===== src/rtl/alarm_clock_pkg.sv =====
// Shared constants for the alarm clock set/load logic.
// Hour and minute loaders are the same design with different parameters.
package alarm_clock_pkg;

    localparam int HOUR_MAX = 23;
    localparam int HOUR_W   = 5;
    localparam int MIN_MAX  = 59;
    localparam int MIN_W    = 6;

    typedef enum logic [1:0] {
        ST_IDLE = 2'd0,
        ST_EDIT = 2'd1,
        ST_LOAD = 2'd2
    } state_t;

endpackage


===== src/rtl/btn_repeat.sv =====
// Edge detector with hold-to-repeat for one button.
// Emits a one-cycle step on the press and then on each auto-repeat tick.
module btn_repeat #(
    parameter int REPEAT_DELAY = 50,
    parameter int REPEAT_RATE  = 10
) (
    input  logic clk,
    input  logic clr,
    input  logic level,
    input  logic clear,
    output logic step
);

    localparam int CW = $clog2(((REPEAT_DELAY > REPEAT_RATE) ? REPEAT_DELAY : REPEAT_RATE) + 1);
    localparam logic [CW-1:0] DLY  = CW'(REPEAT_DELAY);
    localparam logic [CW-1:0] RATE = CW'(REPEAT_RATE);

    logic          prev;
    logic          rpt;
    logic [CW-1:0] cnt;
    logic          rise;
    logic          hit;

    assign rise = level & ~prev;
    // cnt holds cycles since the last step; it is 0 on the press cycle, so hit cannot alias rise
    assign hit  = (cnt == (rpt ? RATE : DLY));
    assign step = level & ~clear & (rise | hit);

    always_ff @(posedge clk) begin
        if (!clr) begin
            prev <= 1'b0;
            rpt  <= 1'b0;
            cnt  <= '0;
        end else begin
            prev <= level;
            if (!level || clear) begin
                rpt <= 1'b0;
                cnt <= '0;
            end else if (rise) begin
                rpt <= 1'b0;
                cnt <= CW'(1);
            end else if (hit) begin
                rpt <= 1'b1;
                cnt <= CW'(1);
            end else begin
                cnt <= cnt + CW'(1);
            end
        end
    end

endmodule


===== src/rtl/hour_set_loader.sv =====
// Stages a new hour value from Set/Inc/Dec/Cancel buttons and commits it
// to the hour counter with a one-cycle LD/LD_EN strobe.
module hour_set_loader
    import alarm_clock_pkg::*;
#(
    parameter int WIDTH        = HOUR_W,
    parameter int MAX_VAL      = HOUR_MAX,
    parameter int REPEAT_DELAY = 50,
    parameter int REPEAT_RATE  = 10,
    parameter int TIMEOUT      = 1000
) (
    input  logic             Clk,
    input  logic             Clr,
    input  logic             Set,
    input  logic             Inc,
    input  logic             Dec,
    input  logic             Cancel,
    input  logic [WIDTH-1:0] CUR,
    output logic [WIDTH-1:0] LOAD_VAL,
    output logic             LD,
    output logic             LD_EN,
    output logic             EDITING
);

    localparam logic [WIDTH-1:0] MAXV = WIDTH'(MAX_VAL);
    localparam int               TW   = $clog2(TIMEOUT + 1);
    localparam logic [TW-1:0]    TMO_LAST = TW'(TIMEOUT - 1);

    state_t           state, state_nxt;
    logic [WIDTH-1:0] stage, stage_nxt;
    logic [TW-1:0]    tcnt, tcnt_nxt;
    logic             set_prev, cancel_prev;
    logic             set_rise, cancel_rise;
    logic             inc_step, dec_step;
    logic             rpt_clear;

    assign set_rise    = Set & ~set_prev;
    assign cancel_rise = Cancel & ~cancel_prev;
    // Repeat counters only run in EDIT, and Inc+Dec together cancel each other out
    assign rpt_clear   = (state != ST_EDIT) | (Inc & Dec);

    btn_repeat #(.REPEAT_DELAY(REPEAT_DELAY), .REPEAT_RATE(REPEAT_RATE)) u_inc (
        .clk(Clk), .clr(Clr), .level(Inc), .clear(rpt_clear), .step(inc_step)
    );

    btn_repeat #(.REPEAT_DELAY(REPEAT_DELAY), .REPEAT_RATE(REPEAT_RATE)) u_dec (
        .clk(Clk), .clr(Clr), .level(Dec), .clear(rpt_clear), .step(dec_step)
    );

    always_comb begin
        state_nxt = state;
        stage_nxt = stage;
        tcnt_nxt  = '0;
        case (state)
            ST_IDLE: begin
                if (set_rise) begin
                    state_nxt = ST_EDIT;
                    stage_nxt = (CUR > MAXV) ? '0 : CUR;
                end
            end
            ST_EDIT: begin
                if (cancel_rise) begin
                    state_nxt = ST_IDLE;
                end else if (set_rise) begin
                    state_nxt = ST_LOAD;
                end else if (Inc || Dec) begin
                    if (inc_step)
                        stage_nxt = (stage == MAXV) ? '0 : stage + WIDTH'(1);
                    else if (dec_step)
                        stage_nxt = (stage == '0) ? MAXV : stage - WIDTH'(1);
                end else if (tcnt == TMO_LAST) begin
                    state_nxt = ST_IDLE;
                end else begin
                    tcnt_nxt = tcnt + TW'(1);
                end
            end
            ST_LOAD: state_nxt = ST_IDLE;
            default: state_nxt = ST_IDLE;
        endcase
    end

    always_ff @(posedge Clk) begin
        if (!Clr) begin
            state       <= ST_IDLE;
            stage       <= '0;
            tcnt        <= '0;
            set_prev    <= 1'b0;
            cancel_prev <= 1'b0;
            LOAD_VAL    <= '0;
            LD          <= 1'b0;
            LD_EN       <= 1'b0;
            EDITING     <= 1'b0;
        end else begin
            state       <= state_nxt;
            stage       <= stage_nxt;
            tcnt        <= tcnt_nxt;
            set_prev    <= Set;
            cancel_prev <= Cancel;
            // Outputs follow the current state by one cycle, so reset during LOAD suppresses LD
            LOAD_VAL    <= stage;
            LD          <= (state == ST_LOAD);
            LD_EN       <= (state == ST_LOAD);
            EDITING     <= (state != ST_IDLE);
        end
    end

endmodule


===== config.mk =====
export PLATFORM = sky130hd
export DESIGN_NAME = hour_set_loader
export DESIGN_NICKNAME = d
export VERILOG_FILES = /design/src/rtl/alarm_clock_pkg.sv /design/src/rtl/btn_repeat.sv /design/src/rtl/hour_set_loader.sv
export SDC_FILE = /design/constraint.sdc
export NUM_CORES = 1
export LEC_CHECK = 0
export CAP_MARGIN = 40
export CORE_MARGIN = 1
export CORE_UTILIZATION = 58
export DETAILED_ROUTE_END_ITERATION = 10
export GPL_ROUTABILITY_DRIVEN = 0
export PLACE_DENSITY = 0.81
export SYNTH_ARGS = -nofsm -noshare
export SYNTH_HDL_FRONTEND = slang
export SYNTH_HIERARCHICAL = 1
export SYNTH_SLANG_ARGS = --single-unit

===== constraint.sdc =====
create_clock -name Clk -period 7 [get_ports Clk]
set_input_delay 1.4 -clock Clk [delete_from_list [all_inputs] [get_ports Clk]]
set_output_delay 1.4 -clock Clk [all_outputs]
set_load 0.01 [all_outputs]

==> impl_metrics.env, run 1 <==
export IMPL_cp_max_fo=8
export IMPL_path_class="in2reg"
export IMPL_power_mw=0.430
export IMPL_die_x_um=60.9
export IMPL_place_area_mm2=0.00222
export IMPL_antenna_found_initial=0
export IMPL_tns_ns=0
export IMPL_core_area_mm2=0.00334
export IMPL_areaGrowthSynthToFinish_pct=13.4
export IMPL_final_area_mm2=0.00228
export IMPL_utilization=0.683
export IMPL_row_count=21
export IMPL_status="finished clean"
export IMPL_grt_remaining_overflow=0
export IMPL_synth_top_area_cell="dfxtp_1"
export IMPL_worstHoldStart="tcnt[0]"
export IMPL_totalWireLength_um=3690
export IMPL_syn_instance_count=212
export IMPL_yosysSeqAreaShare=0.418
export IMPL_cts_buffers=5
export IMPL_initial_core_util=0.602
export IMPL_min_path_type="reg2reg"
export IMPL_drt_drc_violations_left=0
export IMPL_period_share=0.446
export IMPL_instances_no_fill=280
export IMPL_layout_common_cells="dfxtp_1 (42), nor2_1 (21), clkdlybuf4s50_1 (18)"
export IMPL_multi_input_area_mm2=0.00109
export IMPL_maxCapViolations=0
export IMPL_final_setup_worst_slack_ns=3.88
export IMPL_viasPerCell=5.53
export IMPL_power_density_mw_per_mm2=189
export IMPL_grt_max_degree=13
export IMPL_tritoncts="yes"
export IMPL_cp_slowest_cell="or4b_4"
export IMPL_cts_htree_levels=2
export IMPL_ys_warn_count=6
export IMPL_drive_above_1_share=0.115
export IMPL_rsz0062_at_grt="no"
export IMPL_slew_viol_final=0
export IMPL_cts_root_buf="clkbuf_4"
export IMPL_die_h_um=60.9
export IMPL_period_needed_ns=3.13
export IMPL_nNetsFinal=251
export IMPL_netlist_area_mm2=0.00201
export IMPL_worstSkewPairLatency_ns=0.35
export IMPL_regArea_um2=841
export IMPL_via_count=1547
export IMPL_fill_cells=288
export IMPL_ctsHoldBuffers=0
export IMPL_path_cells="clkdlybuf4s50_1 > nand2_1 > nand2_1 > inv_1 > o211a_1 > or4b_4 > a21oi_2 > o21ai_1 > a311oi_2"
export IMPL_drt_pass1_iter_count=4
export IMPL_grt_use_total=0.220
export IMPL_critical_path_most_common_cell="nand2_1"
export IMPL_timing_rr_start="state[0]"
export IMPL_vdd_drop_max_v=0.000176
export IMPL_mostFrequentLayoutCell="dfxtp_1"
export IMPL_timing_final_hold_violations=0
export IMPL_avgSynthCellArea_um2=9.48
export IMPL_synth_edf_count=0
export IMPL_cp_arrival_ns=3.40
export IMPL_grt_pass1_wl_um=6000
export IMPL_worstMarginPinSlew_ns=0.400
export IMPL_grt_pass1_vias=1415
export IMPL_skew_ns=0.00805
export IMPL_cts_repair_resized=0
export IMPL_cp_data_required_time_ns=7.28
export IMPL_post_cts_buffers=0
export IMPL_pre_cts_ws_ns=3.53
export IMPL_clockBufferDepth=2
export IMPL_die_area_mm2=0.00370
export IMPL_drtIter0Drc=64
export IMPL_power_leakage_nw=0.820
export IMPL_netlist_top_cells_area="dfxtp_1 (42%), ha_1 (4.4%), nor2_1 (3.9%)"
export IMPL_synth_top_area_share=0.418
export IMPL_route_detailed_wl_per_inst_um=13.2
export IMPL_ant_nets=0
export IMPL_async_reset_ff_frac=0
export IMPL_crit_start="Dec"
export IMPL_cpPeakStageDelay_ns=0.55
export IMPL_setup_worst_path_start_class="input pin"
export IMPL_setup_violations=0
export IMPL_ys_flop_type="dfxtp_1"
export IMPL_clkTransAtPathRegs_ns=0.12
export IMPL_portBuffers=18
export IMPL_critPathCaptureType="flop"
export IMPL_place_inst=272
export IMPL_yosysUniqueCellTypes=54
export IMPL_synth_nets=230
export IMPL_ys_ff_latch=42
export IMPL_slew_headroom=0.733
export IMPL_hpwl_um=2670
export IMPL_hold_ws_ns=0.455
export IMPL_boundaryPins=19
export IMPL_cts_sinks=42
export IMPL_diodes=0
export IMPL_max_freq_mhz=320
-- per-layer routing --
metal  GRT usage  vias to the layer above  part of all wire
met1       0.286                      709              0.48
met3      0.0704                        7             0.054
met2       0.342                       36              0.45
li1            -                      795                 -
met4      0.0812                        0             0.020
met5           0                        -                 0
-- where the power goes --
part | switching [mW] | leakage (nW) | internal, mW
Combinational | 0.0241 | 0.444 | 0.0265
Clock | 0.0771 | 0.0353 | 0.0487
Sequential | 0.00785 | 0.341 | 0.246
Total | 0.109 | 0.820 | 0.321
-- worst paths after layout --
path,to,slack [ns],depth (start not counted)
max,stage[0],3.88,9
min reg2reg,tcnt[0],0.45,1
max reg2reg,stage[0],4.60,8
min,tcnt[0],0.45,1
-- kinds of logic (layout without fill, tap and decap cells) --
family,after synthesis,in the layout,share of synthesized area
AOI/OAI and AO/OA,36,36,0.149
adders and majority gates,7,7,0.0436
muxes,1,1,0.00498
and+or+nand+nor,94,94,0.278
buffers and inverters,16,38,0.0367
xor gates and xnor gates,16,16,0.0697
DFF,42,42,0.418
-- sequential cells by signal, indices dropped and copies added, names as in the netlist --
signal       flops
u_dec/rpt        1
stage            5
LD_EN            1
set_prev         1
u_inc/prev       1
state            2
u_dec/prev       1
u_inc/cnt        6
EDITING          1
u_dec/cnt        6
u_inc/rpt        1
tcnt            10
LOAD_VAL         5
cancel_prev      1
-- area by class of cell --
| type | count | area share |
|---|---|---|
| multi-input combinational | 154 | 0.481 |
| sequential | 42 | 0.369 |
| timing repair buffer | 18 | 0.0791 |
| tap | 46 | 0.0253 |
| clock buffer | 7 | 0.0242 |
| inverter | 12 | 0.0198 |
| clock inverter | 1 | 0.00220 |
-- Yosys cell counts (all sizes together), types with 3 or more instances --
cell type / instances
a311oi: 4
nand4: 4
a211oi: 3
ha: 7
nor2: 21
nor3: 12
a21oi: 8
o21a: 4
and4bb: 4
nand2b: 3
and2: 8
nand3: 11
xnor2: 9
buf: 4
nand2: 14
inv: 11
xor2: 7
and3b: 3
o21ai: 5
dfxtp: 42
and2b: 3
-- worst max-delay path, delay by kind of cell --
family | cells | cell delay [ns]
buffers and inverters | 2 | 0.57
AND/OR/NAND/NOR | 3 | 0.72
AO/OA/AOI/OAI | 4 | 0.70
Note: power is estimated with default switching activity, not from simulation.
==> run 2: changes to the inputs <==
- CORE_UTILIZATION: 58 -> 51
- PLACE_DENSITY: 0.81 -> 0.75
- clock period: 7 -> 2.6 ns (I/O delays scaled with it)
==> impl_metrics.env, run 2 (same netlist as run 1, synthesis figures left out) <==
export IMPL_status="finished clean"
export IMPL_slew_headroom=0.743
export IMPL_worstSkewPairLatency_ns=0.29
export IMPL_grt_remaining_overflow=0
export IMPL_slew_viol_final=0
export IMPL_critPathCaptureType="flop"
export IMPL_grt_max_degree=14
export IMPL_row_count=22
export IMPL_timing_rr_start="u_inc/cnt[0]"
export IMPL_swShare=0.229
export IMPL_drt_pass1_iter_count=4
export IMPL_period_share=0.866
export IMPL_r2r_setup_slack_ns=0.35
export IMPL_timing_rr_end="stage[0]"
export IMPL_tns_ns=0
export IMPL_instances_no_fill=286
export IMPL_reg2reg_depth=9
export IMPL_p_clk_frac=0.380
export IMPL_portBuffers=18
export IMPL_die_x_um=64.8
export IMPL_diodes=0
export IMPL_cts_root_buf="clkbuf_8"
export IMPL_die_area_mm2=0.00420
export IMPL_maxCapViolations=0
export IMPL_intPower_mw=1.02
export IMPL_cts_buffers=5
export IMPL_min_path_cells=1
export IMPL_route_detailed_wl_per_inst_um=12.3
export IMPL_final_setup_worst_slack_ns=0.349
export IMPL_cts_repair_resized=0
export IMPL_cp_max_fo=7
export IMPL_cts_htree_levels=2
export IMPL_drive_above_1_share=0.130
export IMPL_vdd_drop_max_v=0.000418
export IMPL_largest_register_ffs=10
export IMPL_totalWireLength_um=3530
export IMPL_ant_nets=0
export IMPL_boundaryPins=19
export IMPL_place_area_mm2=0.00225
export IMPL_viasPerCell=5.45
export IMPL_clkTransAtPathRegs_ns=0.08
export IMPL_min_path_type="reg2reg"
export IMPL_cts_sinks=42
export IMPL_antenna_found_initial=0
export IMPL_power_leakage_nw=0.856
export IMPL_nNetsFinal=255
export IMPL_max_freq_mhz=444
export IMPL_core_area_mm2=0.00372
export IMPL_worstMarginPinSlew_ns=0.384
export IMPL_die_h_um=64.8
export IMPL_cp_arrival_ns=2.46
export IMPL_final_area_mm2=0.00236
export IMPL_hpwl_um=2580
export IMPL_timing_final_hold_violations=0
export IMPL_hold_ws_ns=0.454
export IMPL_grt_pass1_wl_um=6190
export IMPL_setup_violations=0
export IMPL_mostFrequentLayoutCell="dfxtp_1"
export IMPL_pwr_share_seq=0.513
export IMPL_initial_core_util=0.541
export IMPL_pre_cts_ws_ns=0.108
export IMPL_place_inst=278
export IMPL_drt_drc_violations_left=0
export IMPL_path_class="reg2reg"
export IMPL_cp_data_required_time_ns=2.81
export IMPL_setup_worst_path_start_class="flop"
export IMPL_layout_common_cells="dfxtp_1 (42), nor2_1 (21), clkdlybuf4s50_1 (18)"
export IMPL_switchingPower_mw=0.304
export IMPL_max_flop_register="tcnt"
export IMPL_ctsHoldBuffers=0
export IMPL_combPwrFrac=0.107
export IMPL_post_cts_buffers=0
export IMPL_via_count=1558
export IMPL_reg_top3="tcnt x10, u_dec/cnt x6, u_inc/cnt x6"
export IMPL_power_density_mw_per_mm2=562
export IMPL_drtIter0Drc=56
export IMPL_worstHoldStart="tcnt[0]"
export IMPL_rsz0062_at_grt="no"
export IMPL_areaGrowthSynthToFinish_pct=17.5
export IMPL_skew_ns=0.00704
export IMPL_grt_use_total=0.190
export IMPL_tritoncts="yes"
export IMPL_holdPathEnd="tcnt[0]"
export IMPL_clockBufferDepth=2
export IMPL_grt_pass1_vias=1412
export IMPL_period_needed_ns=2.25
## run 2: critical path, stage by stage (launching register included)
cell	delay (ns)
dfxtp_1	0.36
inv_1	0.07
ha_1	0.20
and2b_4	0.17
o21a_4	0.14
o211a_1	0.26
or4b_4	0.52
a21oi_2	0.14
o21ai_1	0.07
a311oi_2	0.24
## run 2: power groups by stage
stage | sequential (mW) | clock (mW) | combinational [mW]
2_1_floorplan | 0.689 | 0 | 0.0966
3_3_place_gp | 0.696 | 0 | 0.139
3_5_place_dp | 0.696 | 0 | 0.141
4_1_cts | 0.681 | 0.518 | 0.142
5_1_grt | 0.683 | 0.544 | 0.156
6_report | 0.681 | 0.504 | 0.142
## run 2: worst max path at each step
stage / start / end / slack [ns] / depth (start not counted)
2_1_floorplan: u_inc/cnt[0] / stage[4] / 0.37 / 9
3_3_place_gp: Inc / stage[4] / 0.14 / 8
3_5_place_dp: Inc / stage[0] / 0.11 / 9
4_1_cts: u_inc/cnt[0] / stage[0] / 0.34 / 9
5_1_grt: u_inc/cnt[0] / stage[0] / 0.21 / 9
6_report: u_inc/cnt[0] / stage[0] / 0.35 / 9
## run 2: area by class of cell
type / instances / area [um2]
well taps: 48 / 60.1
clock inverters: 2 / 37.5
clock buffers: 6 / 72.6
inverters: 12 / 45.0
flip-flops and latches: 42 / 841
repair buffers: 22 / 210
multi-input cells: 154 / 1090
fillers: 314 / 1360
## run 2: layer usage
layer / GRT usage / vias to the layer above / wire length (um)
met2: 0.292 / 29 / 1600
met4: 0.0806 / 0 / 62
met5: 0 / - / 0
li1: - / 803 / -
met3: 0.0475 / 6 / 129
met1: 0.252 / 720 / 1730
## run 2: through the flow
| step | power, mW | util |
|---|---|---|
| 2_1_floorplan | 0.786 | - |
| 3_3_place_gp | 0.835 | 0.606 |
| 3_5_place_dp | 0.837 | 0.606 |
| 4_1_cts | 1.34 | 0.635 |
| 5_1_grt | 1.38 | 0.635 |
| 6_report | 1.33 | 0.635 |
==> run 3: changes to the inputs <==
- CTS_CLUSTER_DIAMETER: default -> 100
- GPL_ROUTABILITY_DRIVEN: 0 -> default
==> impl_metrics.env, run 3 (same netlist as run 1, synthesis figures left out) <==
export IMPL_power_density_mw_per_mm2=566
export IMPL_largest_register_ffs=10
export IMPL_period_share=0.873
export IMPL_grt_max_degree=14
export IMPL_antenna_found_initial=0
export IMPL_cts_buffers=5
export IMPL_skew_ns=0.00883
export IMPL_cts_root_buf="clkbuf_8"
export IMPL_power_leakage_nw=0.861
export IMPL_route_detailed_wl_per_inst_um=12.9
export IMPL_vdd_drop_max_v=0.000349
export IMPL_grt_pass1_wl_um=6690
export IMPL_timing_rr_start="u_inc/cnt[0]"
export IMPL_grt_pass1_vias=1482
export IMPL_worstHoldStart="tcnt[0]"
export IMPL_row_count=22
export IMPL_die_h_um=64.8
export IMPL_die_area_mm2=0.00420
export IMPL_mostFrequentLayoutCell="dfxtp_1"
export IMPL_clockBufferDepth=2
export IMPL_grt_remaining_overflow=0
export IMPL_fill_cells=323
export IMPL_setup_violations=0
export IMPL_core_area_mm2=0.00372
export IMPL_portBuffers=18
export IMPL_die_x_um=64.8
export IMPL_cp_data_required_time_ns=2.79
export IMPL_cp_arrival_ns=2.46
export IMPL_ctsHoldBuffers=0
export IMPL_slew_headroom=0.750
export IMPL_initial_core_util=0.541
export IMPL_grt_use_total=0.210
export IMPL_boundaryPins=19
export IMPL_min_path_type="reg2reg"
export IMPL_pre_cts_ws_ns=0.145
export IMPL_totalWireLength_um=3710
export IMPL_max_freq_mhz=441
export IMPL_drt_drc_violations_left=0
export IMPL_critPathCaptureType="flop"
export IMPL_reg_top3="tcnt x10, u_dec/cnt x6, u_inc/cnt x6"
export IMPL_drtIter0Drc=122
export IMPL_layout_common_cells="dfxtp_1 (42), nor2_1 (21), clkdlybuf4s50_1 (18)"
export IMPL_status="finished clean"
export IMPL_maxCapViolations=0
export IMPL_via_count=1551
export IMPL_hpwl_um=2680
export IMPL_path_class="reg2reg"
export IMPL_slew_viol_final=0
export IMPL_setup_worst_path_start_class="flop"
export IMPL_worstMarginPinSlew_ns=0.374
export IMPL_cts_repair_resized=0
export IMPL_gp_congestion=0.878
export IMPL_cts_htree_levels=2
export IMPL_drive_above_1_share=0.134
export IMPL_timing_final_hold_violations=0
export IMPL_ant_nets=0
export IMPL_cts_sinks=42
export IMPL_period_needed_ns=2.27
export IMPL_clkTransAtPathRegs_ns=0.08
export IMPL_worstSkewPairLatency_ns=0.30
export IMPL_tns_ns=0
export IMPL_crit_start="u_inc/cnt[0]"
export IMPL_max_flop_register="tcnt"
export IMPL_rsz0062_at_grt="no"
export IMPL_post_cts_buffers=0
export IMPL_areaGrowthSynthToFinish_pct=17.9
export IMPL_diodes=0
export IMPL_drt_pass1_iter_count=4
export IMPL_tritoncts="yes"
export IMPL_cp_max_fo=7
export IMPL_nNetsFinal=256
export IMPL_final_setup_worst_slack_ns=0.331
export IMPL_viasPerCell=5.40
run 3: layout make-up:
type / count / area [um2] / share of cell area
multi-input combinational: 154 / 1090 / 0.462
clock inverter: 2 / 37.5 / 0.0158
sequential: 42 / 841 / 0.355
timing repair buffer: 23 / 218 / 0.0919
inverter: 12 / 45.0 / 0.0190
tap: 48 / 60.1 / 0.0254
clock buffer: 6 / 72.6 / 0.0306
run 3: path summary, 6_finish.rpt:
kind / endpoint / slack (ns) / cells after the start
worst min-delay path: tcnt[0] / 0.45 / 1
worst max register to register: stage[4] / 0.33 / 8
worst min register to register: tcnt[0] / 0.45 / 1
worst max-delay path: stage[4] / 0.33 / 8
run 3: critical path, stage by stage, from the launching register on:
cell	delay, ns
dfxtp_1	0.37
inv_1	0.07
ha_1	0.19
and2b_4	0.16
o21a_4	0.14
o211a_1	0.26
or4b_4	0.52
a311oi_1	0.34
o41ai_2	0.09
run 3: per-layer routing:
| metal | share of wire | GRT usage | vias up |
|---|---|---|---|
| met3 | 0.044 | 0.0634 | 7 |
| li1 | - | - | 802 |
| met5 | 0 | 0 | - |
| met1 | 0.49 | 0.279 | 714 |
| met2 | 0.45 | 0.313 | 28 |
| met4 | 0.017 | 0.0889 | 0 |
run 3: metrics by stage:
stage | power (mW) | util | instances | cell area [um2] | hold slack [ns]
after global routing | 1.40 | 0.637 | 287 | 2370 | 0.486
after detailed placement | 0.839 | 0.608 | 279 | 2260 | 0.446
final | 1.34 | 0.637 | 287 | 2370 | 0.453
after global placement | 0.836 | 0.608 | 279 | 2260 | 0.432
after CTS | 1.35 | 0.637 | 287 | 2370 | 0.460
after floorplan | 0.786 | - | 212 | 2010 | 0.418
run 3: power by group:
group / internal, mW / switching, mW
combinational: 0.0771 / 0.0670
sequential: 0.661 / 0.0198
clock: 0.286 / 0.229
